`src/rtl/ib_mac_acc.sv`:
```
// Streaming multiply-accumulate back end: sums a last-delimited burst of 16-bit products
// and returns the sum, term count and overflow flag over valid/ready. IB_MAC_ACC_SAT_EN selects saturation over wrap.
module ib_mac_acc #(
    parameter int unsigned ACC_W = 20,
    parameter int unsigned CNT_W = 8
) (
    input  logic             i_clk,
    input  logic             i_nrst,
    input  logic             i_prod_vld,
    output logic             o_prod_rdy,
    input  logic [15:0]      i_prod,
    input  logic             i_prod_last,
    output logic             o_acc_vld,
    input  logic             i_acc_rdy,
    output logic [ACC_W-1:0] o_acc,
    output logic [CNT_W-1:0] o_acc_cnt,
    output logic             o_ovf
);

    localparam int unsigned SUM_W = ACC_W + 1;

    typedef enum logic {
        ST_ACC  = 1'b0,
        ST_DONE = 1'b1
    } state_t;

    state_t             state;
    state_t             state_nxt;
    logic [SUM_W-1:0]   sum_c;
    logic [ACC_W-1:0]   acc_nxt;
    logic [CNT_W-1:0]   cnt_nxt;
    logic               ovf_nxt;
    logic               prod_xfer;
    logic               acc_xfer;

    // Ready is a pure state decode so it never depends on i_prod_vld.
    assign o_prod_rdy = (state == ST_ACC);
    assign prod_xfer  = i_prod_vld && o_prod_rdy;
    assign acc_xfer   = o_acc_vld && i_acc_rdy;
    assign sum_c      = {1'b0, o_acc} + SUM_W'(i_prod);

    // State and registered outputs.
    always_ff @(posedge i_clk or negedge i_nrst) begin
        if (!i_nrst) begin
            state     <= ST_ACC;
            o_acc     <= '0;
            o_acc_cnt <= '0;
            o_ovf     <= 1'b0;
            o_acc_vld <= 1'b0;
        end else begin
            state     <= state_nxt;
            o_acc     <= acc_nxt;
            o_acc_cnt <= cnt_nxt;
            o_ovf     <= ovf_nxt;
            o_acc_vld <= (state_nxt == ST_DONE);
        end
    end

    // Next-state decode.
    always_comb begin
        state_nxt = state;
        case (state)
            ST_ACC:  if (prod_xfer && i_prod_last) state_nxt = ST_DONE;
            ST_DONE: if (acc_xfer)                 state_nxt = ST_ACC;
            default: state_nxt = ST_ACC;
        endcase
    end

    // Datapath next values: accumulate in ACC, hold in DONE, clear on result handoff.
    always_comb begin
        acc_nxt = o_acc;
        cnt_nxt = o_acc_cnt;
        ovf_nxt = o_ovf;
        case (state)
            ST_ACC: begin
                if (prod_xfer) begin
`ifdef IB_MAC_ACC_SAT_EN
                    acc_nxt = sum_c[SUM_W-1] ? {ACC_W{1'b1}} : sum_c[ACC_W-1:0];
`else
                    acc_nxt = sum_c[ACC_W-1:0];
`endif
                    cnt_nxt = (&o_acc_cnt) ? o_acc_cnt : o_acc_cnt + CNT_W'(1);
                    if (sum_c[SUM_W-1]) ovf_nxt = 1'b1;
                end
            end
            ST_DONE: begin
                if (acc_xfer) begin
                    acc_nxt = '0;
                    cnt_nxt = '0;
                    ovf_nxt = 1'b0;
                end
            end
            default: begin
                acc_nxt = '0;
                cnt_nxt = '0;
                ovf_nxt = 1'b0;
            end
        endcase
    end

endmodule

```
`config.mk`:
```
export PLATFORM = sky130hd
export DESIGN_NAME = ib_mac_acc
export DESIGN_NICKNAME = d
export VERILOG_FILES = /design/src/rtl/ib_mac_acc.sv
export SDC_FILE = /design/constraint.sdc
export NUM_CORES = 1
export LEC_CHECK = 0
export ABC_AREA = 1
export ABC_CLOCK_PERIOD_IN_PS = 1930
export CAP_MARGIN = 10
export CORE_ASPECT_RATIO = 0.6
export CORE_MARGIN = 8
export CORE_UTILIZATION = 51
export DETAILED_ROUTE_END_ITERATION = 8
export GPL_TIMING_DRIVEN = 1
export PLACE_DENSITY_LB_ADDON = 0.25
export SLEW_MARGIN = 30
export SYNTH_ARGS = -nofsm -noshare
export SYNTH_HDL_FRONTEND = slang
export SYNTH_SLANG_ARGS = --single-unit
```
`constraint.sdc`:
```
create_clock -name i_clk -period 1.93 [get_ports i_clk]
set_input_delay 0.2895 -clock i_clk [delete_from_list [all_inputs] [get_ports i_clk]]
set_output_delay 0.2895 -clock i_clk [all_outputs]
set_load 0.02 [all_outputs]
```
# [After elaboration in Yosys (flattened, before gate mapping)]
# Index checks and enable logic that the tools add are counted.
# Widths: inputs -> output; s select.
[classes] reduce_logical=7 n_shift=0 bitwise_logic=1 n_mux=14 eq_ne=4 div_mod_pow=0 multipliers=0 magnitude_cmp=0 addsub=2
[op_table] cell="$mux 20" count=2
[op_table] cell="$pmux 20 s2" count=1
[op_table] cell="$mux 8" count=3
[op_table] cell="$add 20x16->21" count=1
[op_table] cell="$pmux 8 s2" count=1
[op_table] cell="$add 8x1->8 const B" count=1
[op_table] cell="$reduce_and 8->1" count=1
[op_table] cell="$ne 2x1->1 const B" count=3
[op_table] cell="$reduce_and 3->1" count=2
[op_table] cell="$mux 1" count=5
[op_table] cell="$pmux 1 s2" count=2
[op_table] cell="$logic_and 1x1->1" count=3
[op_table] cell="$ne 2x2->1 const B" count=1
[op_table] cell="$reduce_and 2->1" count=1
[op_table] cell="$not 1->1" count=1
[totals] output_inout_bits=31 mem_bits_rw=0 input_bits=21 mem_bits_ro=0 latchBits=0 wordCells=32 ff_bits=30 mem_count=0

# [Logic depth before layout (Yosys ltp)]
# Gate-level depths: netlist (run 1).
[depth] depth_word=5 depth_mapped=13 ltp_nobuf=13

# [Worst setup path before layout (run 1)]
# Ideal clock, no wire load.
[synth_path] path_type="register to register" start="register o_acc[0]" end="register o_acc[8]" arrival_ns=1.740 setup_slack_ns=0.073 path_stages_with_launch=10 synth_period_minus_slack_ns=1.857 path_cell_list="dfrtp_1 -> ha_1 -> fa_1 -> nand3_1 -> nand3_1 -> nand2_1 -> nand2_1 -> or2_0 -> nand3_1 -> nand2_1"
[synth_between] elab_chain_cells=3
[synth_rtl] item="start: declaration" line_no="15" rtl="output logic [ACC_W-1:0] o_acc,"
[synth_rtl] item="start signal: assignment" line_no="52" rtl="o_acc <= acc_nxt;"
[synth_rtl] item="$add 20x16->21" line_no="40" rtl="assign sum_c = {1'b0, o_acc} + SUM_W'(i_prod);"
[synth_rtl] item="$mux 20" line_no="76" rtl="if (prod_xfer) begin"
[synth_rtl] item="$pmux 20 s2" line_no="74" rtl="case (state)"
# Every way passes these cells. The select of a mux whose other input is x is not followed.
# A chain may end at the register's enable or synchronous reset.

# [Worst setup path in the final report (run 1)]
[layout_path] start="register state" end="output o_prod_rdy"
[layout_between] elab_chain_cells=1
[layout_rtl] item="start: declaration" line_no="27" rtl="state_t state;"
[layout_rtl] item="start signal: assignment" line_no="51" rtl="state <= state_nxt;"
[layout_rtl] item="$not 1->1"
[layout_rtl] item="end: declaration" line_no="10" rtl="output logic o_prod_rdy,"
# Every way passes these cells.

==> results of run 1 <==
==> per-stage QoR <==
stage,util,instance area (µm²),setup TNS [ns]
3_3_place_gp,0.713,3240,-2.52
3_5_place_dp,0.713,3240,-3.22
2_1_floorplan,-,2400,0
6_report,0.747,3390,0
5_1_grt,0.747,3390,-0.00158
4_1_cts,0.734,3330,0
==> power groups by stage <==
stage	Combinational (mW)	Sequential (mW)	Clock, mW
floorplan	1.45	1.31	0
detailed placement	3.09	1.07	0
global placement	3.03	1.06	0
finish	3.24	1.08	0.539
global route	3.55	1.12	0.564
CTS	3.13	1.07	0.539
==> state kept, by name (all words and copies together), names as in the netlist <==
| name | count |
|---|---|
| o_ovf | 1 |
| state | 1 |
| o_acc_cnt | 8 |
| o_acc | 20 |
==> synthesized netlist by cell type <==
cell | instances | share of area
nand3_2 | 2 | 0.0083
nand2_2 | 6 | 0.016
buf_4 | 1 | 0.0031
xor2_1 | 3 | 0.011
ha_1 | 17 | 0.089
and2_1 | 3 | 0.0078
nand3_1 | 25 | 0.052
nand2_4 | 2 | 0.0094
or2_2 | 1 | 0.0026
o21bai_1 | 1 | 0.0031
o21ai_2 | 2 | 0.0073
nor2_1 | 24 | 0.038
a21oi_2 | 1 | 0.0036
inv_4 | 2 | 0.0052
fa_1 | 1 | 0.0083
or2_1 | 1 | 0.0026
inv_2 | 4 | 0.0063
nor2_2 | 4 | 0.010
inv_1 | 29 | 0.045
xnor2_1 | 1 | 0.0036
nand2_1 | 134 | 0.21
nand4_1 | 2 | 0.0052
o21ai_0 | 10 | 0.021
o21ai_1 | 3 | 0.0063
o31ai_1 | 3 | 0.0094
a21oi_1 | 18 | 0.038
clkinv_4 | 1 | 0.0036
or2_0 | 1 | 0.0026
nor2_8 | 1 | 0.0083
nor3_1 | 3 | 0.0063
a32o_1 | 1 | 0.0042
nand3b_1 | 7 | 0.022
dfrtp_1 | 30 | 0.31
buf_12 | 1 | 0.0083
a22o_1 | 2 | 0.0073
buf_2 | 2 | 0.0042
==> final cells by class <==
class                   instances  area [µm²]
clock buffers                   7        86.3
clock inverters                 1        5.00
fillers                       380        1150
inverters                      36         145
multi-input cells             279        1530
flip-flops and latches         30         751
well taps                      63        78.8
repair buffers                 89         796
==> cells in the final DEF, fill, tap and decap left out, drive strengths merged, types with 2 or more instances in the layout <==
| master | n |
|---|---|
| nand2 | 142 |
| clkdlybuf4s50 | 51 |
| buf | 38 |
| inv | 35 |
| dfrtp | 30 |
| nor2 | 29 |
| nand3 | 27 |
| a21oi | 19 |
| ha | 17 |
| o21ai | 15 |
| nand3b | 7 |
| clkbuf | 7 |
| xor2 | 3 |
| o31ai | 3 |
| nor3 | 3 |
| and2 | 3 |
| or2 | 3 |
| a22o | 2 |
| nand4 | 2 |
| clkinv | 2 |
==> worst min path at each step <==
stage          cells after the start             startpoint  slack [ns]                     to
6_report                           2                 i_nrst        0.41   o_acc[4]$_DFFE_PN0P_
5_1_grt                            2                 i_nrst        0.46   o_acc[4]$_DFFE_PN0P_
4_1_cts                            2                 i_nrst        0.42   o_acc[4]$_DFFE_PN0P_
3_5_place_dp                       2   o_acc[8]$_DFFE_PN0P_        0.49   o_acc[8]$_DFFE_PN0P_
3_3_place_gp                       2  o_acc[12]$_DFFE_PN0P_        0.49  o_acc[12]$_DFFE_PN0P_
2_1_floorplan                      0                 i_nrst      -0.006   o_acc[0]$_DFFE_PN0P_
==> what timing repair did <==
action	CTS	global route
gates cloned	0	0
setup endpoints to repair	4	13
gates resized for setup	2	12
pin swaps	0	1
endpoints found under the hold margin	0	0
==> kinds of logic (layout without fill, tap and decap cells) <==
| family | after synthesis | after routing | share of synthesized area |
|---|---|---|---|
| AND/OR/NAND/NOR | 216 | 216 | 0.400 |
| XOR/XNOR | 4 | 4 | 0.0146 |
| flip-flops | 30 | 30 | 0.313 |
| AO/OA/AOI/OAI | 41 | 41 | 0.0995 |
| buffers and inverters | 40 | 133 | 0.0761 |
| adder cells (fa/ha/maj) | 18 | 18 | 0.0969 |
==> layer usage <==
layer / track usage / wire length (µm)
met2: 0.308 / 3190
met5: 0 / 0
met3: 0.0594 / 629
met4: 0.0456 / 52
met1: 0.314 / 3880
==> critical path: cells and delay by family, from the launching register on <==
kind / cells / cell delay [ns]
buf+inv: 2 / 0.80
flops: 1 / 0.47
==> results.md, run 1 <==
- Worst setup EP type: output port
- Die width: 105 µm
- Worst-skew pair later-pin latency: 0.29 ns
- TritonCTS buffer count: 5
- Layout Nets: 480
- Core box area: 4540 µm²
- H-tree depth: 2
- VDD IR max: 979 µV
- Drt pass-1 iters: 7
- Placement Setup Slack: -0.317 ns
- # rows: 19
- Power Density: 1430 nW/µm²
- Worst r2r dst: o_acc[16]$_DFFE_PN0P_
- Clock Skews: 0.00646 ns
- Placed cells: 497
- Port Buffer Count: 51
- Initial core utilization: 0.529
- 1st-iter DRT viols: 194
- Final total power: 4.87 mW
- Worst endpoint required time: 1.64 ns
- Lkg Pwr: 1.72 nW
- R2R Path Start: o_acc[0]$_DFFE_PN0P_
- GRT overflow: 0
- Vias in the first global route: 2576
- Yosys cell types: 36
- Die height: 69.2 µm
- CP Launch Type: register
- Total wire length: 7760 µm
- Root Buffer: clkbuf_8
- Non-Filler Instances: 505
- Status: complete, no violations
- Routability Congestion: 0.887
- Hold Crit Class: primary input to async pin
- Crit Path Max Fanout: 6
- Worst reg2reg path depth: 12
- Hold Vio Cnt, Final: 0
- Die ar.: 7230 µm²
- Critical Path End: o_prod_rdy
- Ports: 52
- Ordered list of cells on the worst path: inv_2 -> clkdlybuf4s50_1
- Tmin final: 1.85 ns
- Sequential-to-total area share from yosys stat: 0.313
- Combinational share of power: 0.667
- Detailed-route DRC error count: 0
- # clock sinks: 30
- Synth-to-layout area growth: 41.3%
- Period utilisation layout: 0.958
- Max incr delay on CP: 0.64 ns
- First-pass GRT wire length: 12900 µm
- Ant diodes: 0
- Wirelength per Cell: 15.4 µm
- Cell count after synthesis: 349
- Data arrival, critical path: 1.56 ns
- Clock power share: 0.111
- Overall Global Routing Usage: 0.216
- ANT nets after route: 0
- Max Fclk: 541 MHz
- Flop-to-flop setup slack: 0.12 ns
- Worst setup margin: 0.0805 ns
- Setup-failing EPs final: 0
- Mapped cell area: 2400 µm²
- P_sw: 2.26 mW
- Largest net degree at the start of global routing: 31
- Slowest cell on crit path: clkdlybuf4s50_1
- Reg power frac: 0.223
- Final Hold Slack: 0.406 ns
- Max-slew violations: 0
- FF+latch count, synth: 30
- CTS tree: yes
- Clk pin slew, worst setup/hold paths: 0.07 ns
- Synth Warn #: 0
- Crit Path Class: register to output port
- Initial antenna violation count: 0
- Layout cells sized above 1: 0.190
- Worst slew pin tran: 0.410 ns
- Vias per cell: 5.21
- Syn Nets: 388
- Setup Fix Bufs, Post-CTS: 0
- CTS Hold Bufs: 0
- Net switching fraction of the power: 0.464
- P_int: 2.61 mW
- Max-slew headroom: 0.727
- Mean Syn Cell Area: 6.88 µm²
- CTS max path bufs: 2
- Max_cap viols: 0
- CP startpoint: state$_DFF_PN0_
- Total number of vias: 2633
- HPWL Detailed: 6120 µm
Power figures use the tool's default switching activity.
==> run 2, diff against run 1 <==
--- a/config.mk
+++ b/config.mk
@@ -12,9 +12,11 @@
 export CORE_MARGIN = 8
 export CORE_UTILIZATION = 51
 export DETAILED_ROUTE_END_ITERATION = 8
+export GPL_ROUTABILITY_DRIVEN = 0
 export GPL_TIMING_DRIVEN = 1
 export PLACE_DENSITY_LB_ADDON = 0.25
 export SLEW_MARGIN = 30
 export SYNTH_ARGS = -nofsm -noshare
 export SYNTH_HDL_FRONTEND = slang
 export SYNTH_SLANG_ARGS = --single-unit
+export TNS_END_PERCENT = 10
==> run 2 against run 1 <==
Net effect:
- register-to-register slack worse by 0.10 ns
- cell area down 1.4%
- maximum frequency down 3.4%
- total power down 2.2%
- highest routed layer unchanged
- sequential power about the same
- largest power group unchanged
- first-iteration DRC count up 38%
- critical path depth up 11
- critical path type is now primary input to register
- via count up 3.1%
- die area unchanged
- final cell count down 0.79%
- largest cell class unchanged
- clock-buffer cell count down 2
- core utilization down 1.1 points
==> results.md, run 2 (same netlist as run 1, synthesis figures left out) <==
- # rows: 19
- Reg power frac: 0.231
- Placement Cell Area: 3210 µm²
- M3 GR Usage: 0.0557
- Combinational share of power: 0.667
- Total wire length: 7610 µm
- RSZ-0062 raised after global routing: true
- First-pass GRT wire length: 12200 µm
- CP startpoint: i_prod[0]
- Hold Vio Cnt, Final: 0
- Synth-to-layout area growth: 39.2%
- P_sw: 2.25 mW
- 1st-iter DRT viols: 268
- Clk pin slew, worst setup/hold paths: 0.07 ns
- Worst slew pin tran: 0.405 ns
- Ports: 52
- Ant diodes: 0
- CTS max path bufs: 2
- VDD IR max: 793 µV
- Layout cells sized above 1: 0.183
- Reg area: 752 µm²
- Wirelength per Cell: 15.2 µm
- Power Density: 1420 nW/µm²
- Net switching fraction of the power: 0.473
- Drt pass-1 iters: 5
- Layout Nets: 477
- Met2 GRT Util: 0.302
- Hold Crit Class: primary input to async pin
- Top reg by flops: o_acc
- Most frequent cells in the layout: nand2_1, clkdlybuf4s50_1, buf_4
- TritonCTS buffer count: 5
- Fillers: 363
- Max-slew headroom: 0.730
- GRT overflow: 0
- Lkg Pwr: 1.70 nW
- CTS tree: yes
- HPWL Detailed: 5880 µm
- Setup-failing EPs final: 0
- Commonest non-fill, non-tap cell in the layout: nand2_1
- Final total power: 4.76 mW
- Max Fclk: 522 MHz
- Root Buffer: clkbuf_8
- Vias in the first global route: 2437
- Regs by FF count: o_acc (20), o_acc_cnt (8)
- CTS Hold Bufs: 0
- R2R Path Start: o_acc[0]$_DFFE_PN0P_
- Worst setup EP type: register
- Worst setup margin: 0.0157 ns
- Overall Global Routing Usage: 0.205
- Core box area: 4540 µm²
- Max-slew violations: 0
- CP Launch Type: primary input
- Busiest layer in global routing: met2
- ANT nets after route: 0
- Post-route design area: 3340 µm²
- Core Util, Final: 0.736
- # clock sinks: 30
- Max_cap viols: 0
- Crit Path Class: primary input to register
- Period utilisation layout: 0.992
- Port Buffer Count: 51
- Total number of vias: 2715
- Worst-skew pair later-pin latency: 0.29 ns
- Die width: 105 µm
- P_int: 2.51 mW
- Worst endpoint required time: 2.11 ns
- Largest net degree at the start of global routing: 31
- Placed cells: 493
- Initial core utilization: 0.529
- Crit Path Max Fanout: 4
- Max reg flops: 20
- Detailed-route DRC error count: 0
- H-tree depth: 2
- Data arrival, critical path: 2.10 ns
- Placement Setup Slack: -0.334 ns
- Die height: 69.2 µm
- Die ar.: 7230 µm²
- Met1 GRT Util: 0.290
- Non-Filler Instances: 501
- Clock Skews: 0.00434 ns
- Initial antenna violation count: 0
- Clock power share: 0.102
- Status: complete, no violations
- Tmin final: 1.91 ns
- Multi-input gate area: 1520 µm²
- Vias per cell: 5.42
run 2: cell types whose count changed in the layout (fill, tap and decap cells not counted), sizes merged:
cell    delta
clkbuf     -2
buf        -3
clkinv     +1
run 2: area by class of cell:
type,instances,area share
clock inverter,2,0.00299
timing repair buffer,86,0.231
multi-input combinational,279,0.453
sequential,30,0.225
tap,63,0.0236
clock buffer,5,0.0206
inverter,36,0.0434
run 2: power groups by stage:
stage / Clock [mW] / Combinational (mW) / Sequential [mW]
6_report: 0.486 / 3.18 / 1.10
5_1_grt: 0.526 / 3.44 / 1.13
4_1_cts: 0.498 / 3.04 / 1.09
3_5_place_dp: 0 / 3.01 / 1.09
3_3_place_gp: 0 / 2.94 / 1.07
2_1_floorplan: 0 / 1.45 / 1.31
run 2: what timing repair did:
action,4_1_cts,5_1_grt
buffers inserted,0,1
resized for setup,1,12
setup endpoints to repair,4,11
pin swaps,0,1
endpoints found under the hold margin,0,0
run 2: path summary, 6_finish.rpt:
path	slack [ns]	cells after the start	end
setup reg to reg	0.02	12	o_acc[16]$_DFFE_PN0P_
setup / recovery	0.02	13	o_acc[16]$_DFFE_PN0P_
hold reg to reg	0.51	2	o_acc[8]$_DFFE_PN0P_
hold / removal	0.39	2	o_acc[3]$_DFFE_PN0P_
max in group asynchronous	1.22	2	o_acc_cnt[0]$_DFFE_PN0P_
min in group i_clk	0.51	2	o_acc[8]$_DFFE_PN0P_
run 2: through the flow:
stage,setup TNS [ns],hold WS (ns)
6_report,0,0.386
2_1_floorplan,0,-0.00609
3_5_place_dp,-2.96,0.503
4_1_cts,0,0.400
5_1_grt,-0.272,0.426
3_3_place_gp,-2.32,0.491
run 2: worst max-delay path: stages:
cell             delay (ns)
clkdlybuf4s50_1        0.40
ha_2                   0.21
fa_2                   0.42
nand3_1                0.11
nand3_2                0.10
nand2_1                0.09
nand2_2                0.09
nand2_1                0.07
nand2_1                0.08
nand2_1                0.09
nand2_1                0.06
nand2_1                0.06
inv_1                  0.04
run 2: metal layers:
layer,share of wire,vias to the layer above,wire (µm)
met5,0,-,0
met4,0.010,0,76
met3,0.10,13,772
met2,0.42,143,3180
met1,0.47,1256,3590
li1,-,1303,-
==> run 3, diff against run 2 <==
--- a/config.mk
+++ b/config.mk
@@ -15,7 +15,7 @@
 export GPL_ROUTABILITY_DRIVEN = 0
 export GPL_TIMING_DRIVEN = 1
 export PLACE_DENSITY_LB_ADDON = 0.25
-export SLEW_MARGIN = 30
+export SLEW_MARGIN = 15
 export SYNTH_ARGS = -nofsm -noshare
 export SYNTH_HDL_FRONTEND = slang
 export SYNTH_SLANG_ARGS = --single-unit
==> results of run 3 <==
Same layout as run 2: the final DEF is identical, and so are final timing and power.
